<file path="src/rtl/ex_mem_branch_stage_pkg.sv">
// ex_mem_branch_stage_pkg: branch condition encodings, squash FSM state type and default squash depth
package ex_mem_branch_stage_pkg;

    typedef enum logic [2:0] {
        BR_BEQ  = 3'b000,
        BR_BNE  = 3'b001,
        BR_BLT  = 3'b100,
        BR_BGE  = 3'b101,
        BR_BLTU = 3'b110,
        BR_BGEU = 3'b111
    } br_type_e;

    typedef enum logic {RUN, SQUASH} state_e;

    localparam int DEFAULT_SQUASH_DEPTH = 2;

endpackage

</file>
<file path="src/rtl/ex_mem_branch_stage_branch_cond.sv">
// branch_cond: decides branch taken from the A-B flags of the arithmetic unit
module branch_cond
    import ex_mem_branch_stage_pkg::*;
(
    input  logic [2:0] br_type,
    input  logic       C,
    input  logic       V,
    input  logic       N,
    input  logic       Z,
    output logic       taken
);

    always_comb begin
        taken = 1'b0;
        case (br_type)
            BR_BEQ:  taken = Z;
            BR_BNE:  taken = !Z;
            BR_BLT:  taken = N ^ V;
            BR_BGE:  taken = !(N ^ V);
            BR_BLTU: taken = !C;
            BR_BGEU: taken = C;
            default: taken = 1'b0;
        endcase
    end

endmodule

</file>
<file path="src/rtl/ex_mem_branch_stage.sv">
// ex_mem_branch_stage: EX/MEM register with branch resolution, redirect and wrong-path squash.
// Define BRANCH_STATS_EN to build the saturating branch/taken counters.
module ex_mem_branch_stage
    import ex_mem_branch_stage_pkg::*;
#(
    parameter int size         = 32,
    parameter int SQUASH_DEPTH = DEFAULT_SQUASH_DEPTH
) (
    input  logic            clk,
    input  logic            reset,
    input  logic            in_valid,
    input  logic [size-1:0] S,
    input  logic            C,
    input  logic            V,
    input  logic            N,
    input  logic            Z,
    input  logic [size-1:0] pc,
    input  logic [size-1:0] imm,
    input  logic [4:0]      rd,
    input  logic            reg_write,
    input  logic            mem_read,
    input  logic            mem_write,
    input  logic [size-1:0] store_data,
    input  logic            is_branch,
    input  logic            is_jal,
    input  logic            is_jalr,
    input  logic [2:0]      br_type,
    input  logic            flush,
    input  logic            out_ready,
    output logic            in_ready,
    output logic            out_valid,
    output logic [size-1:0] out_result,
    output logic [4:0]      out_rd,
    output logic            out_reg_write,
    output logic            out_mem_read,
    output logic            out_mem_write,
    output logic [size-1:0] out_store_data,
    output logic            redirect,
    output logic [size-1:0] redirect_pc,
    output logic [31:0]     branch_count,
    output logic [31:0]     taken_count
);

    localparam int CW = SQUASH_DEPTH > 0 ? $clog2(SQUASH_DEPTH + 1) : 1;

    state_e          state, state_nx;
    logic [CW-1:0]   sq_cnt, sq_cnt_nx;
    logic            taken, accept, jump, xfer, live;

    assign in_ready = !out_valid | out_ready;
    assign accept   = in_valid & in_ready;
    assign jump     = is_jal | is_jalr;
    assign xfer     = jump | (is_branch & taken);
    // an instruction that really executes: accepted, not on the wrong path, not flushed
    assign live     = accept & (state == RUN) & !flush;

    branch_cond u_cond (
        .br_type (br_type),
        .C       (C),
        .V       (V),
        .N       (N),
        .Z       (Z),
        .taken   (taken)
    );

    always_comb begin
        state_nx  = state;
        sq_cnt_nx = sq_cnt;
        if (flush) begin
            state_nx  = RUN;
            sq_cnt_nx = '0;
        end else if (live && xfer && SQUASH_DEPTH > 0) begin
            state_nx  = SQUASH;
            sq_cnt_nx = CW'(SQUASH_DEPTH);
        end else if (accept && state == SQUASH) begin
            sq_cnt_nx = sq_cnt - CW'(1);
            state_nx  = sq_cnt == CW'(1) ? RUN : SQUASH;
        end
    end

    always_ff @(posedge clk or negedge reset) begin
        if (!reset) begin
            state  <= RUN;
            sq_cnt <= '0;
        end else begin
            state  <= state_nx;
            sq_cnt <= sq_cnt_nx;
        end
    end

    always_ff @(posedge clk or negedge reset) begin
        if (!reset) begin
            out_valid      <= 1'b0;
            out_result     <= '0;
            out_rd         <= '0;
            out_reg_write  <= 1'b0;
            out_mem_read   <= 1'b0;
            out_mem_write  <= 1'b0;
            out_store_data <= '0;
            redirect       <= 1'b0;
            redirect_pc    <= '0;
        end else begin
            redirect <= live & xfer;
            if (live & xfer)
                redirect_pc <= is_jalr ? {S[size-1:1], 1'b0} : pc + imm;
            if (flush)
                out_valid <= 1'b0;
            else if (in_ready)
                out_valid <= live;
            if (live) begin
                out_result     <= jump ? pc + size'(4) : S;
                out_rd         <= rd;
                out_reg_write  <= reg_write & !is_branch;
                out_mem_read   <= mem_read & !is_branch;
                out_mem_write  <= mem_write & !is_branch;
                out_store_data <= store_data;
            end
        end
    end

`ifdef BRANCH_STATS_EN
    always_ff @(posedge clk or negedge reset) begin
        if (!reset) begin
            branch_count <= '0;
            taken_count  <= '0;
        end else if (live & is_branch) begin
            if (branch_count != '1)
                branch_count <= branch_count + 32'd1;
            if (taken && taken_count != '1)
                taken_count <= taken_count + 32'd1;
        end
    end
`else
    assign branch_count = '0;
    assign taken_count  = '0;
`endif

endmodule

</file>
<file path="config.mk">
export PLATFORM = sky130hd
export DESIGN_NAME = ex_mem_branch_stage
export DESIGN_NICKNAME = d
export VERILOG_FILES = /design/src/rtl/ex_mem_branch_stage_pkg.sv /design/src/rtl/ex_mem_branch_stage_branch_cond.sv /design/src/rtl/ex_mem_branch_stage.sv
export SDC_FILE = /design/constraint.sdc
export NUM_CORES = 1
export LEC_CHECK = 0
export ABC_AREA = 1
export CORE_UTILIZATION = 41
export DETAILED_ROUTE_END_ITERATION = 10
export GPL_TIMING_DRIVEN = 0
export PLACE_DENSITY = 0.83
export RECOVER_POWER = 25
export SLEW_MARGIN = 10
export SYNTH_ARGS = -nofsm -noshare
export SYNTH_HDL_FRONTEND = slang
export SYNTH_SLANG_ARGS = --single-unit
export TNS_END_PERCENT = 50
</file>
<file path="constraint.sdc">
create_clock -name clk -period 1.5 [get_ports clk]
set_clock_uncertainty 0.2 [all_clocks]
set_input_delay 0.15 -clock clk [delete_from_list [all_inputs] [get_ports clk]]
set_output_delay 0.15 -clock clk [all_outputs]
set_load 0.02 [all_outputs]
</file>
==> flow_metrics.env, run 1 <==
export IMPL_async_flop_share=1.00
export IMPL_synth_cell_area_sq_um=8440
export IMPL_dp_hpwl_um=25700
export IMPL_synth_top_family_by_area="simple AND/OR/NAND/NOR gates"
export IMPL_synth_compound_area_frac=0.0649
export IMPL_grt_max_degree=85
export IMPL_dieHeight_um=146
export IMPL_p_clk_frac=0.207
export IMPL_drcViolationCount=0
export IMPL_critPathLaunchType="flop"
export IMPL_clk_path_buf_depth=2
export IMPL_synthSimpleGateAreaFrac=0.396
export IMPL_drtPass1Iterations=7
export IMPL_fin_crit_sh=1.16
export IMPL_vias_per_cell=5.11
export IMPL_first_iter_violations=719
export IMPL_holdWs_ns=0.0230
export IMPL_antenna_found_initial=0
export IMPL_grt_overflow_total=0
export IMPL_wl_per_cell_um=17.9
export IMPL_max_cap_viol_count=0
export IMPL_violations="setup timing"
export IMPL_required_ns=1.59
export IMPL_synth_edff_count=0
export IMPL_final_core_util=0.710
export IMPL_status="finished, violations left"
export IMPL_die_area_sq_um=21200
export IMPL_finalSetupViolations=109
export IMPL_p_per_area_nw_per_um2=864
export IMPL_ys_seq_area_frac=0.323
export IMPL_globalplace_congestion=0.954
export IMPL_cts_sinks=109
export IMPL_p_leak_nw=7.81
export IMPL_layout_drive_gt1_share=0.309
export IMPL_synth_most_common_cell="nand2_1"
export IMPL_synth_area_leaders="dfrtp_1, nand2_1, inv_1"
export IMPL_ys_flop_type="dfrtp_1"
export IMPL_met1_usage=0.380
export IMPL_clk_pin_slew_worst_paths_ns=0.08
export IMPL_cts_tree="done"
export IMPL_clk_latency_ns=0.35
export IMPL_yosysUniqueCellTypes=38
export IMPL_numCtsBuffers=9
export IMPL_cp_data_arrival_time_ns=1.83
export IMPL_fin_ws_ns=-0.245
export IMPL_grt_use_total=0.322
export IMPL_min_path_type="input port to flop"
export IMPL_htreeDepth=3
export IMPL_crit_start="out_valid$_DFFE_PN0P_"
export IMPL_core_sq_um=20200
export IMPL_grt_pass1_wl_um=52800
export IMPL_dp_cells=1934
export IMPL_numPortBuffers=257
export IMPL_crit_fanout=8
export IMPL_placed_area_sq_um=11700
export IMPL_grtUsageMet2=0.574
export IMPL_muxShareOfSynthArea=0
export IMPL_synth_seq_cells=109
export IMPL_hold_start="pc[6]"
export IMPL_r2r_start="out_valid$_DFFE_PN0P_"
export IMPL_ir_drop_mv=0.801
export IMPL_internal_power_mw=7.42
export IMPL_netlist_top_cells_count="nand2_1, inv_1, nor2_1"
export IMPL_yosysTopAreaCell="dfrtp_1"
export IMPL_slew_headroom=0.507
export IMPL_die_w_um=146
export IMPL_yosysTopAreaCellShare=0.323
export IMPL_rows=52
export IMPL_pin_count=322
export IMPL_synth_fa_ha_area_frac=0.0513
export IMPL_ys_warn_count=0
export IMPL_grt_util_met3=0.0473
export IMPL_p_comb_frac=0.474
export IMPL_drv_slew=0
export IMPL_worst_slew_pin_slew_ns=0.740
export IMPL_syn_avg_cell_area_sq_um=6.29
export IMPL_grt_setup_unrepaired="yes"
export IMPL_synthToLayoutAreaGrowth_pct=70.2
export IMPL_diodes=0
export IMPL_ant_nets=0
export IMPL_end_kind="flop"
export IMPL_critical_path_class="flop to flop"
export IMPL_power_switching_mw=5.00
export IMPL_fin_crit_ns=1.75
export IMPL_netSwitchingFraction=0.403
export IMPL_max_freq_ghz=0.573
export IMPL_start_util=0.417
export IMPL_stdcell_count=2021
export IMPL_via_count=10300
export IMPL_synth_xor_area_frac=0.0207
export IMPL_pwr_share_seq=0.319
export IMPL_clockRootBuffer="clkbuf_16"
export IMPL_finalNetCount=1931
export IMPL_synthCells=1343
export IMPL_wirelength_um=36100
export IMPL_hold_violations=0
export IMPL_busiest_layer="met2"
export IMPL_fin_area_sq_um=14400
export IMPL_grt_pass1_vias=9925
==> power by group through the flow <==
stage / combinational [mW] / sequential, mW / clock [mW]
after floorplan: 1.86 / 4.65 / 0
after global placement: 4.93 / 3.95 / 0
after detailed placement: 5.00 / 3.97 / 0
after CTS: 5.36 / 3.93 / 2.58
after global routing: 6.25 / 4.02 / 2.70
final: 5.89 / 3.96 / 2.58
==> metrics by stage <==
stage          power (mW)  TNS, ns  setup WS [ns]
2_1_floorplan        6.51   -25.06         -0.244
3_3_place_gp         8.87  -542.23          -4.54
3_5_place_dp         8.97   -97.81          -1.18
4_1_cts              11.9   -22.02         -0.244
5_1_grt              13.0   -33.50         -0.322
6_report             12.4   -17.21         -0.245
==> logic make-up after synthesis <==
family,count (synthesis)
adder cells (fa/ha/maj),34
AND/OR/NAND/NOR,826
flip-flops,109
other,1
AO/OA/AOI/OAI,97
buffers and inverters,256
XOR/XNOR,20
==> sequential cells by signal (all words and copies together) (netlist names) <==
register,flops
out_mem_read,1
out_mem_write,1
out_rd,5
out_reg_write,1
out_result,32
out_store_data,32
out_valid,1
redirect,1
redirect_pc,32
sq_cnt,2
state,1
==> critical path: stages (launching register included) <==
cell and delay [ns]:
dfrtp_2 0.43, nand2_4 0.08, nand2_4 0.05, nor3_4 0.15, buf_6 0.20, nand2_8 0.13, clkinv_8 0.07, buf_8 0.11
buf_8 0.14, nand2_2 0.05, nand2_1 0.06
==> layer usage <==
layer / part of all wire / wire length [um]
met1: 0.37 / 13500
met2: 0.50 / 18200
met3: 0.075 / 2690
met4: 0.048 / 1730
met5: 0 / 0
==> path summary, 6_finish.rpt <==
check	end	slack (ns)	depth (start not counted)
min in group asynchronous	out_store_data[18]$_DFFE_PN0P_	0.19	2
max in group asynchronous	out_valid$_DFFE_PN0P_	0.03	3
hold reg to reg	redirect_pc[25]$_DFFE_PN0P_	0.27	2
setup reg to reg	redirect_pc[12]$_DFFE_PN0P_	-0.25	10
hold / removal	out_result[6]$_DFFE_PN0P_	0.02	4
setup / recovery	redirect_pc[12]$_DFFE_PN0P_	-0.25	10
==> placed cells by master (no fill, tap or decap), types with 54 or more instances in the layout <==
cell / count
inv_1: 147
nand3_1: 54
nand2_2: 115
clkdlybuf4s50_1: 81
dlygate4sd2_1: 106
nor2_1: 87
nand2_1: 422
conb_1: 64
dfrtp_1: 108
buf_4: 113
==> layout make-up <==
cell class | count | area, sq um
clock inverters | 5 | 65.1
repair buffers | 329 | 3180
clock buffers | 11 | 253
multi-input cells | 1042 | 6300
well taps | 270 | 338
inverters | 159 | 618
flip-flops and latches | 109 | 2730
fillers | 1631 | 5860
plain buffers | 96 | 892
==> repair_timing <==
item,in CTS,in global routing
pin swaps,81,104
cloned,9,4
setup buffers,37,17
gates resized for setup,558,236
hold endpoints to repair,113,0
hold buffers,5,0
setup endpoints to repair,216,127
Power figures use the tool's default switching activity.
==> inputs of run 2 (changes only) <==
--- a/config.mk
+++ b/config.mk
@@ -8,10 +8,11 @@
 export ABC_AREA = 1
 export CORE_UTILIZATION = 41
 export DETAILED_ROUTE_END_ITERATION = 10
+export GPL_ROUTABILITY_DRIVEN = 0
 export GPL_TIMING_DRIVEN = 0
 export PLACE_DENSITY = 0.83
 export RECOVER_POWER = 25
-export SLEW_MARGIN = 10
+export REMOVE_ABC_BUFFERS = 1
 export SYNTH_ARGS = -nofsm -noshare
 export SYNTH_HDL_FRONTEND = slang
 export SYNTH_SLANG_ARGS = --single-unit
==> run 2 against run 1 <==
Core utilization fell by 4.0 points. Clock power fell by 5%. The run ends with hold timing, setup timing left. Register-to-register slack improved by 0.02 ns. Total power fell by 3.2%. Sequential share of layout area rose by 1.1 points. Critical path depth rose by 3. Global-route usage rose by 0.51 points. Maximum frequency fell by 3.4%. Highest routed layer unchanged. Via count rose by 1.6%. Setup slack got worse by 0.062 ns.
==> flow_metrics.env, run 2 (synthesis results as in run 1) <==
export IMPL_status="finished, violations left"
export IMPL_violations="hold timing, setup timing"
export IMPL_end_kind="flop"
export IMPL_power_switching_mw=4.88
export IMPL_holdWs_ns=-0.0196
export IMPL_drtPass1Iterations=5
export IMPL_r2r_end="redirect_pc[8]$_DFFE_PN0P_"
export IMPL_via_count=10500
export IMPL_hold_start="pc[1]"
export IMPL_grt_overflow_total=0
export IMPL_cp_slowest_stage_delay_ns=0.28
export IMPL_grt_pass1_vias=10000
export IMPL_synthToLayoutAreaGrowth_pct=60.7
export IMPL_clk_latency_ns=0.36
export IMPL_required_ns=1.55
export IMPL_finalSetupViolations=117
export IMPL_slew_headroom=0.472
export IMPL_netSwitchingFraction=0.406
export IMPL_vias_per_cell=5.42
export IMPL_worst_slew_pin_slew_ns=0.792
export IMPL_dp_cells=1841
export IMPL_p_leak_nw=7.62
export IMPL_r2r_start="out_valid$_DFFE_PN0P_"
export IMPL_dp_hpwl_um=21500
export IMPL_placed_area_sq_um=11100
export IMPL_min_path_type="input port to flop"
export IMPL_finalNetCount=1841
export IMPL_min_to="out_result[1]$_DFFE_PN0P_"
export IMPL_wirelength_um=36500
export IMPL_numPortBuffers=257
export IMPL_crit_top_cell="nand2_1"
export IMPL_fin_crit_ns=1.81
export IMPL_grt_max_degree=85
export IMPL_internal_power_mw=7.14
export IMPL_drcViolationCount=0
export IMPL_wl_per_cell_um=18.9
export IMPL_drv_slew=0
export IMPL_cts_sinks=109
export IMPL_pwr_share_seq=0.324
export IMPL_path_cells="dlygate4sd2_1, ha_4, nand2_2, nand2_2, nand2_1, nand2_1, nand3b_1, nand2_1, nand2_1, nand2_1, nand3_2, nand3_2, nand2_1"
export IMPL_fin_area_sq_um=13600
export IMPL_n_fill_cell=1500
export IMPL_final_common_cell="nand2_1"
export IMPL_numCtsBuffers=9
export IMPL_max_cap_viol_count=0
export IMPL_critical_path_class="input port to flop"
export IMPL_power_mw=12.0
export IMPL_layout_drive_gt1_share=0.232
export IMPL_worstRegToRegCells=9
export IMPL_htreeDepth=3
export IMPL_p_clk_frac=0.204
export IMPL_clk_pin_slew_worst_paths_ns=0.08
export IMPL_fin_ws_ns=-0.307
export IMPL_cp_data_arrival_time_ns=1.86
export IMPL_reg_top3="out_result x32, out_store_data x32, redirect_pc x32"
export IMPL_cts_tree="done"
export IMPL_grt_setup_unrepaired="yes"
export IMPL_clockRootBuffer="clkbuf_16"
export IMPL_p_per_area_nw_per_um2=886
export IMPL_start_util=0.417
export IMPL_grt_use_total=0.327
export IMPL_crit_fanout=4
export IMPL_hold_violations=1
export IMPL_fin_crit_sh=1.20
export IMPL_worstHoldPathCells=3
export IMPL_first_iter_violations=1121
export IMPL_clk_path_buf_depth=2
export IMPL_die_area_sq_um=21200
export IMPL_final_cell_mix="nand2_1, inv_1, dfrtp_1"
export IMPL_pin_count=322
export IMPL_antenna_found_initial=4
export IMPL_critPathLaunchType="input port"
export IMPL_ant_nets=0
export IMPL_stdcell_count=1936
export IMPL_dieHeight_um=146
export IMPL_die_w_um=146
export IMPL_cp_slowest_cell="nand3b_1"
export IMPL_ir_drop_mv=0.520
export IMPL_grt_pass1_wl_um=53800
export IMPL_max_freq_ghz=0.553
export IMPL_r2r_slack_ns=-0.23
export IMPL_core_sq_um=20200
export IMPL_rows=52
export IMPL_p_comb_frac=0.472
## run 2: worst max path at each step
stage,slack (ns),depth (start not counted),startpoint,to
3_5_place_dp,-2.88,7,is_jalr,redirect_pc[11]$_DFFE_PN0P_
2_1_floorplan,-1.87,7,out_valid$_DFFE_PN0P_,redirect_pc[17]$_DFFE_PN0P_
4_1_cts,-0.24,9,out_valid$_DFFE_PN0P_,redirect_pc[15]$_DFFE_PN0P_
6_report,-0.31,13,imm[6],redirect_pc[17]$_DFFE_PN0P_
3_3_place_gp,-4.39,1,reset,out_store_data[6]$_DFFE_PN0P_
5_1_grt,-0.39,13,imm[6],redirect_pc[17]$_DFFE_PN0P_
## run 2: through the flow
step           setup WS [ns]  hold slack, ns  TNS (ns)   util
2_1_floorplan          -1.87          -0.346   -185.87      -
3_3_place_gp           -4.39           0.252   -847.49  0.542
3_5_place_dp           -2.88          -0.158   -209.97  0.548
4_1_cts               -0.244          0.0158    -34.70  0.636
5_1_grt               -0.392          0.0138    -44.96  0.671
6_report              -0.307         -0.0196    -21.48  0.671
## run 2: power by group through the flow
stage / registers, mW / clock network [mW] / logic (mW)
CTS: 3.87 / 2.46 / 5.26
floorplan: 4.65 / 0 / 1.66
detailed placement: 3.91 / 0 / 4.72
finish: 3.90 / 2.45 / 5.67
global route: 3.98 / 2.56 / 6.03
global placement: 3.89 / 0 / 4.63
## run 2: critical path, delay by kind of cell
family	cells	cell delay (ns)
adders and majority gates	1	0.26
buffers and inverters	1	0.27
and+or+nand+nor	11	1.17
## run 2: metal layers
layer,vias to the layer above,track usage,part of all wire
li1,4681,-,-
met3,217,0.0549,0.092
met2,738,0.567,0.48
met5,-,0,0
met4,0,0.169,0.064
met1,4851,0.389,0.37
## run 2: layout make-up
| cell class | instances | area [sq um] | area share |
|---|---|---|---|
| diodes | 5 | 12.5 | 0.000922 |
| flip-flops and latches | 109 | 2730 | 0.201 |
| clock buffers | 11 | 253 | 0.0186 |
| inverters | 159 | 634 | 0.0467 |
| well taps | 270 | 338 | 0.0249 |
| repair inverters | 9 | 141 | 0.0104 |
| multi-input cells | 1047 | 6140 | 0.452 |
| clock inverters | 5 | 41.3 | 0.00304 |
| repair buffers | 321 | 3280 | 0.242 |
## run 2: what timing repair did
| action | CTS | global route |
|---|---|---|
| hold buffers | 4 | 1 |
| setup endpoints to repair | 216 | 181 |
| setup buffers | 38 | 12 |
| hold endpoints to repair | 112 | 1 |
| pin swaps | 51 | 59 |
| resized for setup | 342 | 280 |
| gates cloned | 18 | 1 |
==> inputs of run 3 (changes only) <==
--- a/config.mk
+++ b/config.mk
@@ -7,6 +7,7 @@
 export LEC_CHECK = 0
 export ABC_AREA = 1
 export CORE_UTILIZATION = 41
+export CTS_CLUSTER_SIZE = 30
 export DETAILED_ROUTE_END_ITERATION = 10
 export GPL_ROUTABILITY_DRIVEN = 0
 export GPL_TIMING_DRIVEN = 0
==> results of run 3 <==
Final layout, timing and power as in run 2 (identical DEF).
